**src/rtl/conv_encoder_frm_pkg.sv**
```systemverilog
// conv_encoder_frm_pkg: shared state type, default K=3 generators and the parity helper (package conv_pkg)
package conv_pkg;
  typedef enum logic {DATA, TAIL} state_t;
  localparam int CONV_K_MAX = 9;
  localparam logic [2:0] CONV_G0_K3 = 3'b111;
  localparam logic [2:0] CONV_G1_K3 = 3'b101;
  function automatic logic conv_parity(input logic [CONV_K_MAX-1:0] window, input logic [CONV_K_MAX-1:0] poly);
    return ^(window & poly);
  endfunction
endpackage

```
**src/rtl/conv_encoder_frm_if.sv**
```systemverilog
// conv_encoder_frm_if: input bit stream and coded symbol stream with valid/ready on both sides
interface conv_encoder_frm_if;
  logic in_bit;
  logic in_valid;
  logic in_ready;
  logic [1:0] conv_out;
  logic [1:0] out_mask;
  logic out_valid;
  logic out_ready;
  logic out_tail;
  logic out_last;
  modport slave (input in_bit, in_valid, out_ready, output in_ready, conv_out, out_mask, out_valid, out_tail, out_last);
  modport master (output in_bit, in_valid, out_ready, input in_ready, conv_out, out_mask, out_valid, out_tail, out_last);
endinterface

```
**src/rtl/conv_encoder_frm_core.sv**
```systemverilog
// conv_core: window/parity unit plus the K-1 bit shift register, advanced when shift is high
module conv_core
  import conv_pkg::*;
#(
  parameter int K = 3,
  parameter logic [K-1:0] G0 = CONV_G0_K3,
  parameter logic [K-1:0] G1 = CONV_G1_K3
) (
  input  logic       clk,
  input  logic       reset,
  input  logic       shift,
  input  logic       din,
  output logic [1:0] sym
);
  logic [K-2:0] sr;
  logic [K-1:0] window;
  assign window = {din, sr};
  assign sym = {conv_parity(CONV_K_MAX'(window), CONV_K_MAX'(G0)), conv_parity(CONV_K_MAX'(window), CONV_K_MAX'(G1))};
  always_ff @(posedge clk or posedge reset)
    if (reset) sr <= '0;
    else if (shift) sr <= window[K-1:1];
endmodule

```
**src/rtl/conv_encoder_frm.sv**
```systemverilog
// conv_encoder_frm: framed rate-1/2 convolutional encoder, K-1 zero tail per frame.
// Define CONV_PUNCT_EN for rate-2/3 puncturing of data symbols.
module conv_encoder_frm
  import conv_pkg::*;
#(
  parameter int K = 3,
  parameter logic [K-1:0] G0 = CONV_G0_K3,
  parameter logic [K-1:0] G1 = CONV_G1_K3,
  parameter int FRAME_LEN = 128
) (
  input logic clk,
  input logic reset,
  conv_encoder_frm_if.slave bus
);
  localparam int DW = $clog2(FRAME_LEN + 1);
  localparam int TW = $clog2(K);
  if (K < 2 || K > CONV_K_MAX || FRAME_LEN < 1) begin : g_bad_params
    $error("conv_encoder_frm: illegal K or FRAME_LEN");
  end
  state_t state;
  logic [DW-1:0] dcnt;
  logic [TW-1:0] tcnt;
  logic slot_free, take, gen, last_data, last_tail;
  logic [1:0] sym, data_out, data_mask;
  assign slot_free = !bus.out_valid || bus.out_ready;
  assign bus.in_ready = (state == DATA) && slot_free && !reset;
  assign take = bus.in_valid && bus.in_ready;
  assign gen = (state == TAIL) && slot_free;
  assign last_data = dcnt == DW'(FRAME_LEN - 1);
  assign last_tail = tcnt == TW'(K - 2);
  conv_core #(.K(K), .G0(G0), .G1(G1)) u_core (
    .clk(clk),
    .reset(reset),
    .shift(take || gen),
    .din((state == DATA) && bus.in_bit),
    .sym(sym)
  );
`ifdef CONV_PUNCT_EN
  // odd in-frame indices drop the G1 bit
  assign data_out = dcnt[0] ? {sym[1], 1'b0} : sym;
  assign data_mask = dcnt[0] ? 2'b10 : 2'b11;
`else
  assign data_out = sym;
  assign data_mask = 2'b11;
`endif
  always_ff @(posedge clk or posedge reset)
    if (reset) begin
      state <= DATA;
      dcnt <= '0;
      tcnt <= '0;
      bus.out_valid <= 1'b0;
      bus.conv_out <= 2'b00;
      bus.out_mask <= 2'b11;
      bus.out_tail <= 1'b0;
      bus.out_last <= 1'b0;
    end else begin
      if (slot_free) bus.out_valid <= take || gen;
      if (take) begin
        bus.conv_out <= data_out;
        bus.out_mask <= data_mask;
        bus.out_tail <= 1'b0;
        bus.out_last <= 1'b0;
        state <= last_data ? TAIL : DATA;
        dcnt <= last_data ? '0 : dcnt + 1'b1;
      end
      if (gen) begin
        bus.conv_out <= sym;
        bus.out_mask <= 2'b11;
        bus.out_tail <= 1'b1;
        bus.out_last <= last_tail;
        state <= last_tail ? DATA : TAIL;
        tcnt <= last_tail ? '0 : tcnt + 1'b1;
      end
    end
endmodule
```
**src/flat_wrapper.sv**
```systemverilog
// flat-port wrapper written by rule: the top's interface ports become plain ports
module conv_encoder_frm_flat import conv_pkg::*;
#(
  parameter int K = 3,
  parameter logic [K-1:0] G0 = CONV_G0_K3,
  parameter logic [K-1:0] G1 = CONV_G1_K3,
  parameter int FRAME_LEN = 128
)
  (clk, reset, bus_in_bit, bus_in_valid, bus_out_ready, bus_in_ready, bus_conv_out, bus_out_mask, bus_out_valid, bus_out_tail, bus_out_last);
  conv_encoder_frm_if bus_i ();
  input logic clk;
  input logic reset;
  input wire logic [$bits(bus_i.in_bit)-1:0] bus_in_bit;
  input wire logic [$bits(bus_i.in_valid)-1:0] bus_in_valid;
  input wire logic [$bits(bus_i.out_ready)-1:0] bus_out_ready;
  output wire logic [$bits(bus_i.in_ready)-1:0] bus_in_ready;
  output wire logic [$bits(bus_i.conv_out)-1:0] bus_conv_out;
  output wire logic [$bits(bus_i.out_mask)-1:0] bus_out_mask;
  output wire logic [$bits(bus_i.out_valid)-1:0] bus_out_valid;
  output wire logic [$bits(bus_i.out_tail)-1:0] bus_out_tail;
  output wire logic [$bits(bus_i.out_last)-1:0] bus_out_last;
  assign bus_i.in_bit = bus_in_bit;
  assign bus_i.in_valid = bus_in_valid;
  assign bus_i.out_ready = bus_out_ready;
  assign bus_in_ready = bus_i.in_ready;
  assign bus_conv_out = bus_i.conv_out;
  assign bus_out_mask = bus_i.out_mask;
  assign bus_out_valid = bus_i.out_valid;
  assign bus_out_tail = bus_i.out_tail;
  assign bus_out_last = bus_i.out_last;
  conv_encoder_frm #(.K(K), .G0(G0), .G1(G1), .FRAME_LEN(FRAME_LEN)) u_core (.clk(clk), .reset(reset), .bus(bus_i));
endmodule
```
**config.mk**
```make
export PLATFORM = sky130hd
export DESIGN_NAME = conv_encoder_frm_flat
export DESIGN_NICKNAME = d
export VERILOG_FILES = /design/src/rtl/conv_encoder_frm_pkg.sv /design/src/rtl/conv_encoder_frm_if.sv /design/src/rtl/conv_encoder_frm_core.sv /design/src/rtl/conv_encoder_frm.sv /design/src/flat_wrapper.sv
export SDC_FILE = /design/constraint.sdc
export NUM_CORES = 1
export LEC_CHECK = 0
export CAP_MARGIN = 20
export CORE_MARGIN = 4
export CORE_UTILIZATION = 32
export DETAILED_ROUTE_END_ITERATION = 12
export PLACE_DENSITY_LB_ADDON = 0.1
export SLEW_MARGIN = 20
export SYNTH_ARGS = -nofsm -noshare
export SYNTH_HDL_FRONTEND = slang
export SYNTH_SLANG_ARGS = --single-unit
```
**constraint.sdc**
```tcl
create_clock -name clk -period 1.7 [get_ports clk]
set_input_delay 0.17 -clock clk [delete_from_list [all_inputs] [get_ports clk]]
set_output_delay 0.17 -clock clk [all_outputs]
set_load 0.03 [all_outputs]
```
# Yosys cells after proc, flatten, opt, wreduce, memory -nomap -nowiden
# Cells that the tools add are included.
classes:
  addsub: 2
  mul: 0
  n_div: 0
  magnitude_cmp: 0
  n_eq_ne: 2
  shifts: 0
  mux: 13
  bitwise_logic: 1
  reduce_logical: 12
ops:
  columns: ["cell", "count"]
  rows:
  - ["parity 9 bit", 2]
  - ["2-to-1 mux 2 bit", 5]
  - ["adder 8 x 1 -> 8 bit (second input constant)", 1]
  - ["equality test 8 x 7 -> 1 bit (second input constant)", 1]
  - ["2-to-1 mux 8 bit", 1]
  - ["2-to-1 mux 1 bit", 7]
  - ["logical AND 1 bit", 5]
  - ["adder 2 x 1 -> 2 bit (second input constant)", 1]
  - ["equality test 2 x 1 -> 1 bit (second input constant)", 1]
  - ["zero test 1 bit", 2]
  - ["logical OR 1 bit", 2]
  - ["nonzero test 2 bit", 1]
  - ["inverter 1 bit", 1]
totals:
  regBits: 20
  latch_bits: 0
  ram_bits: 0
  mem_bits_ro: 0
  output_inout_bits: 8
  word_cells: 39
  n_memories: 0

# Depth between registers and ports, before layout
# Gate-level depths: netlist of the first run.
depth:
  ltp_word: 7
  ltp_mapped: 5
  depth_no_buf: 5

# Cells and area by module
# Synthesis of the first run repeated with hierarchy kept, for this count alone.
unflattened:
  cells_unflattened: 76
  area_unflattened_um2: 855.8
modules_own_cells:
  columns: ["mod", "instances", "cells_per_inst", "area_per_inst_um2"]
  rows:
  - ["conv_encoder_frm", 1, 69, 747.0]
  - ["conv_core", 1, 7, 108.9]

# Least setup slack after synthesis of the first run
# OpenSTA, ideal clock, no wires.
synth_timing:
  path_type: "register to register"
  startpoint: "register u_core.bus.out_valid"
  endpoint: "register u_core.dcnt[7]"
  t_arrival_ps: 1375
  path_slack_ps: 197
  path_stages_with_launch: 6
  n_path_buf: 1
  period_less_slack_ps: 1503
  cell_sequence: "dfrtp_1 -> nand2b_1 -> buf_2 -> nand3_4 -> nor3_2 -> mux2_1"
synth_via:
  elab_chain_len: 5
synth_rtl:
  columns: ["item", "line_no", "text"]
  rows:
  - ["start, declared", "conv_encoder_frm_if.sv:12", "modport slave (input in_bit, in_valid, out_ready, output in_ready, conv_out, out_mask, out_valid, out_tail, ou ..."]
  - ["start signal, assigned", "conv_encoder_frm.sv:57", "if (slot_free) bus.out_valid <= take || gen;"]
  - ["zero test 1 bit", "conv_encoder_frm.sv:25", "assign slot_free = !bus.out_valid || bus.out_ready;"]
  - ["logical OR 1 bit", "conv_encoder_frm.sv:25", null]
  - ["logical AND 1 bit (2 in a row)", "conv_encoder_frm.sv:26", "assign bus.in_ready = (state == DATA) && slot_free && !reset;"]
  - ["logical AND 1 bit", "conv_encoder_frm.sv:27", "assign take = bus.in_valid && bus.in_ready;"]
  - ["end signal, assigned", "conv_encoder_frm.sv:64", "dcnt <= last_data ? '0 : dcnt + 1'b1;"]
  - ["end, declared", "conv_encoder_frm.sv:21", "logic [DW-1:0] dcnt;"]
# Every way passes these cells.
# A chain may end at the register's enable or synchronous reset.

# Final worst setup path of the first run
layout_timing:
  startpoint: "register u_core.bus.out_valid"
  endpoint: "output port bus_in_ready"
layout_via:
  elab_chain_len: 4
layout_rtl:
  columns: ["item", "line_no", "text"]
  rows:
  - ["zero test 1 bit", "conv_encoder_frm.sv:25", null]
  - ["logical OR 1 bit", "conv_encoder_frm.sv:25", null]
  - ["logical AND 1 bit (2 in a row)", "conv_encoder_frm.sv:26", null]
  - ["end, declared", "flat_wrapper.sv:16", "output wire logic [$bits(bus_i.in_ready)-1:0] bus_in_ready;"]
# Every way passes these cells.

==> results.json, run 1 <==
{
  "status": "complete, no violations",
  "routedWlPerCell_um": 12.02,
  "cts.sinks": 18,
  "drt_iter0_markers": 25,
  "synth_edf_count": 0,
  "area_growth_syn_to_layout_pct": 21.54,
  "hold_buffers": 0,
  "die_x_um": 59.83,
  "timing.critical_path.from_type": "flop",
  "drc": 0,
  "hp-class": "in -> async",
  "crit_required_ps": 1530,
  "start_util_pct": 34.08,
  "cts_max_level": 1,
  "grtUsageTotal_pct": 10.71,
  "drive_gt1_share_pct": 18.18,
  "core.rowCount": 18,
  "crit_path_cell_trace": "nand2b_1, buf_4, and2_2, buf_4",
  "whs_ps": 311.7,
  "syn_area_um2": 859.6,
  "rr_worst_depth": 5,
  "ctsResizeCount": 0,
  "ir_drop_v": 0.0004643,
  "seqCellArea_um2": 450.4,
  "p_int_w": 0.0007948,
  "gp_congestion": 0.6602,
  "fillers": 256,
  "cts_tree": "done",
  "cellPowerDensity_nw_per_um2": 1126,
  "ios": 13,
  "grt_pass1_wl_mm": 2.780,
  "numCtsBuffers": 3,
  "arrival_ps": 1320,
  "seq_area_frac_synth_pct": 52.40,
  "layout_common_cells": "dfrtp_1 (18), nand2_1 (13), clkdlybuf4s50_1 (9)",
  "switching_share_pct": 32.46,
  "synth_warnings": 0,
  "p_switching_w": 0.0003819,
  "placed_cells": 125,
  "p_comb_share_pct": 27.6,
  "die_y_um": 59.83,
  "r2r_end": "u_core.dcnt[3]$_DFFE_PP0P_",
  "final_nets": 106,
  "wirelength_mm": 1.550,
  "critPathKind": "reg -> out",
  "skew_ps": 2.790,
  "setup_violations": 0,
  "grt_overflow": 0,
  "ant_nets": 0,
  "syn_inst": 83,
  "ys_types": 32,
  "placement.io_buffers": 10,
  "rsz0062_at_grt": "false",
  "crit_slowest_cell": "dfrtp_1",
  "die-area_um2": 3580,
  "cts_setup_buffers": 0,
  "antenna_found_initial": 0,
  "cts-root-buf": "clkbuf_4",
  "max-cap-violations": 0,
  "pwr-share-clk_pct": 22.1,
  "synthArstFlopShare_pct": 100.0,
  "avgSynthCellArea_um2": 10.36,
  "cts_buffer_depth": 2,
  "drt_pass1_iterations": 4,
  "finalHoldViolCount": 0,
  "finalSetupTns_ps": 0,
  "post-route-period-util_pct": 87.88,
  "grt_max_degree": 19,
  "slowest_delay_ps": 390,
  "final_common_cell": "dfrtp_1",
  "dpl.hpwl_mm": 1.168,
  "rrSetupSlack_ps": 280,
  "ys_ff_latch": 18,
  "fin_crit_ps": 1494,
  "clk_pin_slew_ps": 100,
  "via_count": 622,
  "coreArea_um2": 2522,
  "final_max_slew_viol_count": 0,
  "synth_top_flop_cell": "dfrtp_1",
  "cp-end-kind": "output port",
  "crit_buf_inv": 2,
  "multi_input_area_um2": 381.6,
  "p_seq_share_pct": 50.3,
  "fmax_ghz": 0.6693,
  "vias_per_cell": 4.822,
  "p_total_w": 0.001177,
  "utilization_pct": 41.42,
  "timing.rr.start": "u_core.dcnt[0]$_DFFE_PP0P_",
  "crit_top_cell": "buf_4",
  "fin_cells": 129,
  "n_antenna_cell": 0,
  "leakage_nw": 0.4835,
  "path_max_fanout": 6,
  "insertion_delay_ps": 290,
  "grt_pass1_vias": 612,
  "crit_family": "flip-flops"
}
worst max-delay path by stage:
stage	cells after the start	endpoint	from	slack [ps]
detailed placement	5	u_core.dcnt[7]$_DFFE_PP0P_	bus_out_ready	140
global placement	4	u_core.bus.conv_out[1]$_DFFE_PP0P_	bus_in_valid	150
finish	4	bus_in_ready	u_core.bus.out_valid$_DFFE_PP0N_	210
floorplan	5	u_core.dcnt[7]$_DFFE_PP0P_	u_core.bus.out_valid$_DFFE_PP0N_	200
CTS	4	bus_in_ready	u_core.bus.out_valid$_DFFE_PP0N_	180
global route	4	bus_in_ready	u_core.bus.out_valid$_DFFE_PP0N_	100
layout make-up:
class                      count  area share [%]
timing repair buffer          14           12.22
multi-input combinational     60           36.53
sequential                    18           43.11
tap                           30           3.593
clock buffer                   4           3.473
inverter                       3           1.078
routing by layer:
layer	part of all wire, %	track usage (%)
met5	0	0
met4	0.97	6.646
met3	7.2	3.240
met2	43	14.51
met1	49	14.67
per-stage QoR:
step / cell area (um2) / setup slack, ps
3_3_place_gp: 1008 / 150.0
2_1_floorplan: 863.3 / 196.9
4_1_cts: 1045 / 180.8
6_report: 1045 / 206.0
3_5_place_dp: 1008 / 138.8
5_1_grt: 1045 / 97.79
power groups by stage:
stage	Sequential [W]	Clock (W)	Combinational, W
after global placement	0.000600	0	0.000326
final	0.000592	0.000260	0.000325
after floorplan	0.000626	0	0.000195
after global routing	0.000604	0.000293	0.000366
after CTS	0.000593	0.000274	0.000331
after detailed placement	0.000602	0	0.000329
flip-flops by register name (all words and copies together) (netlist names):
name,flops
u_core.tcnt,2
u_core.bus.out_valid,1
u_core.bus.out_last,1
u_core.bus.out_tail,1
u_core.u_core.sr,2
u_core.state,1
u_core.dcnt,8
u_core.bus.conv_out,2
synth_stat cells (2+ instances only):
cell type  instances  area, um2
dfrtp_1           18      450.4
nand2_1           13      48.80
xnor2_1            6      52.55
nand3_1            4      20.02
nor2_1             4      15.01
o21ai_0            4      20.02
inv_1              3      11.26
a21oi_1            2      10.01
and3_2             2      15.01
buf_4              2      15.01
nand4_1            2      12.51
nor3_1             2      10.01
nor3_2             2      20.02
worst reg2reg max path, cell delays in order (launching register included):
cell     delay (ps)
dfrtp_1         400
ha_1            260
nand2_1         110
nor3_2          210
nor2_1           80
a211o_1         260
cell families after synthesis:
group | Yosys count | share of synthesized area, %
xor gates and xnor gates | 6 | 6.113
AOI/OAI and AO/OA | 13 | 9.608
other | 1 | 0.4363
buffers and inverters | 6 | 3.638
DFF | 18 | 52.40
adders and majority gates | 1 | 1.455
muxes | 2 | 2.474
and+or+nand+nor | 36 | 23.87
No activity file was read; power rests on OpenSTA's default activity.
==> run 2, diff against run 1 <==
--- a/config.mk
+++ b/config.mk
@@ -6,7 +6,7 @@
 export NUM_CORES = 1
 export LEC_CHECK = 0
 export CAP_MARGIN = 20
-export CORE_MARGIN = 4
+export CORE_MARGIN = 3
 export CORE_UTILIZATION = 32
 export DETAILED_ROUTE_END_ITERATION = 12
 export PLACE_DENSITY_LB_ADDON = 0.1
==> run 2 against run 1 <==
Against the previous run:
- flip-flop and latch count unchanged
- count of clock-buffer cells in the layout unchanged
- global-route usage about the same
- clock skew increased by 1.4 ps
- via count decreased by 2.4%
- hold slack about the same
- sequential share of layout area unchanged
- sequential power about the same
- routed wire length decreased by 0.71%
- worst setup slack improved by 3.6 ps
- fmax increased by 0.24%
- core utilization unchanged
- critical path type unchanged
==> results.json, run 2 (synthesis gave the netlist of run 1 again) <==
{
  "p_seq_share_pct": 50.4,
  "finalInstanceArea_um2": 1045,
  "die_x_um": 57.83,
  "ant_nets": 0,
  "max-cap-violations": 0,
  "crit_buf_inv": 1,
  "placement.io_buffers": 10,
  "drive_gt1_share_pct": 18.18,
  "skew_ps": 4.190,
  "coreArea_um2": 2522,
  "timing.rr.start": "u_core.dcnt[0]$_DFFE_PP0P_",
  "switching_share_pct": 32.34,
  "slowest_delay_ps": 670,
  "crit_required_ps": 1530,
  "timing.critical_path.from_type": "flop",
  "cts_tree": "done",
  "p_int_w": 0.0007944,
  "grtUsageTotal_pct": 10.76,
  "grt_max_degree": 19,
  "drt_pass1_iterations": 4,
  "ctsResizeCount": 0,
  "placed_cells": 125,
  "cp-end-kind": "output port",
  "finalSetupTns_ps": 0,
  "grt_pass1_wl_mm": 2.773,
  "fin_crit_ps": 1490,
  "whs_ps": 311.8,
  "die_y_um": 57.83,
  "rr_worst_depth": 5,
  "crit_path_cell_trace": "clkdlybuf4s50_1",
  "n_antenna_cell": 0,
  "insertion_delay_ps": 290,
  "clk_pin_slew_ps": 100,
  "antenna_found_initial": 0,
  "fin_cells": 129,
  "start_util_pct": 34.08,
  "final_nets": 106,
  "status": "complete, no violations",
  "rsz0062_at_grt": "false",
  "p_switching_w": 0.0003796,
  "cts-root-buf": "clkbuf_4",
  "cts_buffer_depth": 2,
  "arrival_ps": 1320,
  "crit_slowest_cell": "clkdlybuf4s50_1",
  "cp-startpoint": "u_core.bus.out_tail$_DFFE_PP0P_",
  "core.rowCount": 18,
  "critPathKind": "reg -> out",
  "dpl.hpwl_mm": 1.134,
  "cts.sinks": 18,
  "via_count": 607,
  "crit_family": "buffers and inverters",
  "drc": 0,
  "layout_setup_ws_ps": 209.6,
  "cts_max_level": 1,
  "grt_pass1_vias": 618,
  "fmax_ghz": 0.6710,
  "cts_setup_buffers": 0,
  "layout_common_cells": "dfrtp_1 (18), nand2_1 (13), clkdlybuf4s50_1 (9)",
  "pwr-share-clk_pct": 22.0,
  "hold_buffers": 0,
  "gp_congestion": 0.6661,
  "post-route-period-util_pct": 87.67,
  "leakage_nw": 0.4835,
  "worst-path-stages": 1,
  "final_max_slew_viol_count": 0,
  "wirelength_mm": 1.539,
  "area_growth_syn_to_layout_pct": 21.54,
  "numCtsBuffers": 3,
  "drt_iter0_markers": 10,
  "p_comb_share_pct": 27.6,
  "grt_overflow": 0,
  "finalHoldViolCount": 0,
  "final_common_cell": "dfrtp_1",
  "die-area_um2": 3344,
  "ir_drop_v": 0.0005013,
  "path_max_fanout": 2,
  "largest_register_ffs": 8,
  "vias_per_cell": 4.705,
  "hp-class": "in -> async",
  "top_register": "u_core.dcnt",
  "dpl_cell_area_um2": 1008,
  "cellPowerDensity_nw_per_um2": 1124,
  "routedWlPerCell_um": 11.93,
  "setup_violations": 0,
  "pre_cts_ws_ps": 142.9,
  "ios": 13
}
## run 2: cell counts in the layout (fill, tap and decap cells not counted)
Identical to the previous run, type by type.
## run 2: per-layer routing
metal  GRT usage [%]  part of all wire (%)
met1           15.17                    51
met2           15.65                    43
met3           2.450                   5.4
met4           4.967                  0.84
met5               0                     0
## run 2: power by group through the flow
stage	logic, W	clock network [W]	registers (W)
2_1_floorplan	0.000195	0	0.000626
3_3_place_gp	0.000325	0	0.000600
3_5_place_dp	0.000328	0	0.000602
4_1_cts	0.000331	0.000275	0.000593
5_1_grt	0.000363	0.000290	0.000605
6_report	0.000324	0.000258	0.000592
## run 2: area by class of cell
cell class | instances | area [um2]
inverter | 3 | 11.26
fill | 270 | 1478
timing repair buffer | 14 | 127.6
sequential | 18 | 450.4
tap | 30 | 37.54
multi-input combinational | 60 | 381.6
clock buffer | 4 | 36.28
## run 2: through the flow
stage | util (%) | power, W
global route | 41.42 | 0.001258
finish | 41.42 | 0.001174
global placement | 39.98 | 0.0009249
floorplan | - | 0.0008213
detailed placement | 39.98 | 0.0009305
CTS | 41.42 | 0.001199
## run 2: final timing paths
kind	endpoint	slack (ps)
worst max-delay path	bus_out_tail	210
worst min-delay path	u_core.bus.conv_out[1]$_DFFE_PP0P_	310
worst max register to register	u_core.dcnt[3]$_DFFE_PP0P_	260
worst min register to register	u_core.tcnt[0]$_DFFE_PP0P_	480
max in group asynchronous	u_core.dcnt[6]$_DFFE_PP0P_	1190
min in group clk	u_core.tcnt[0]$_DFFE_PP0P_	480
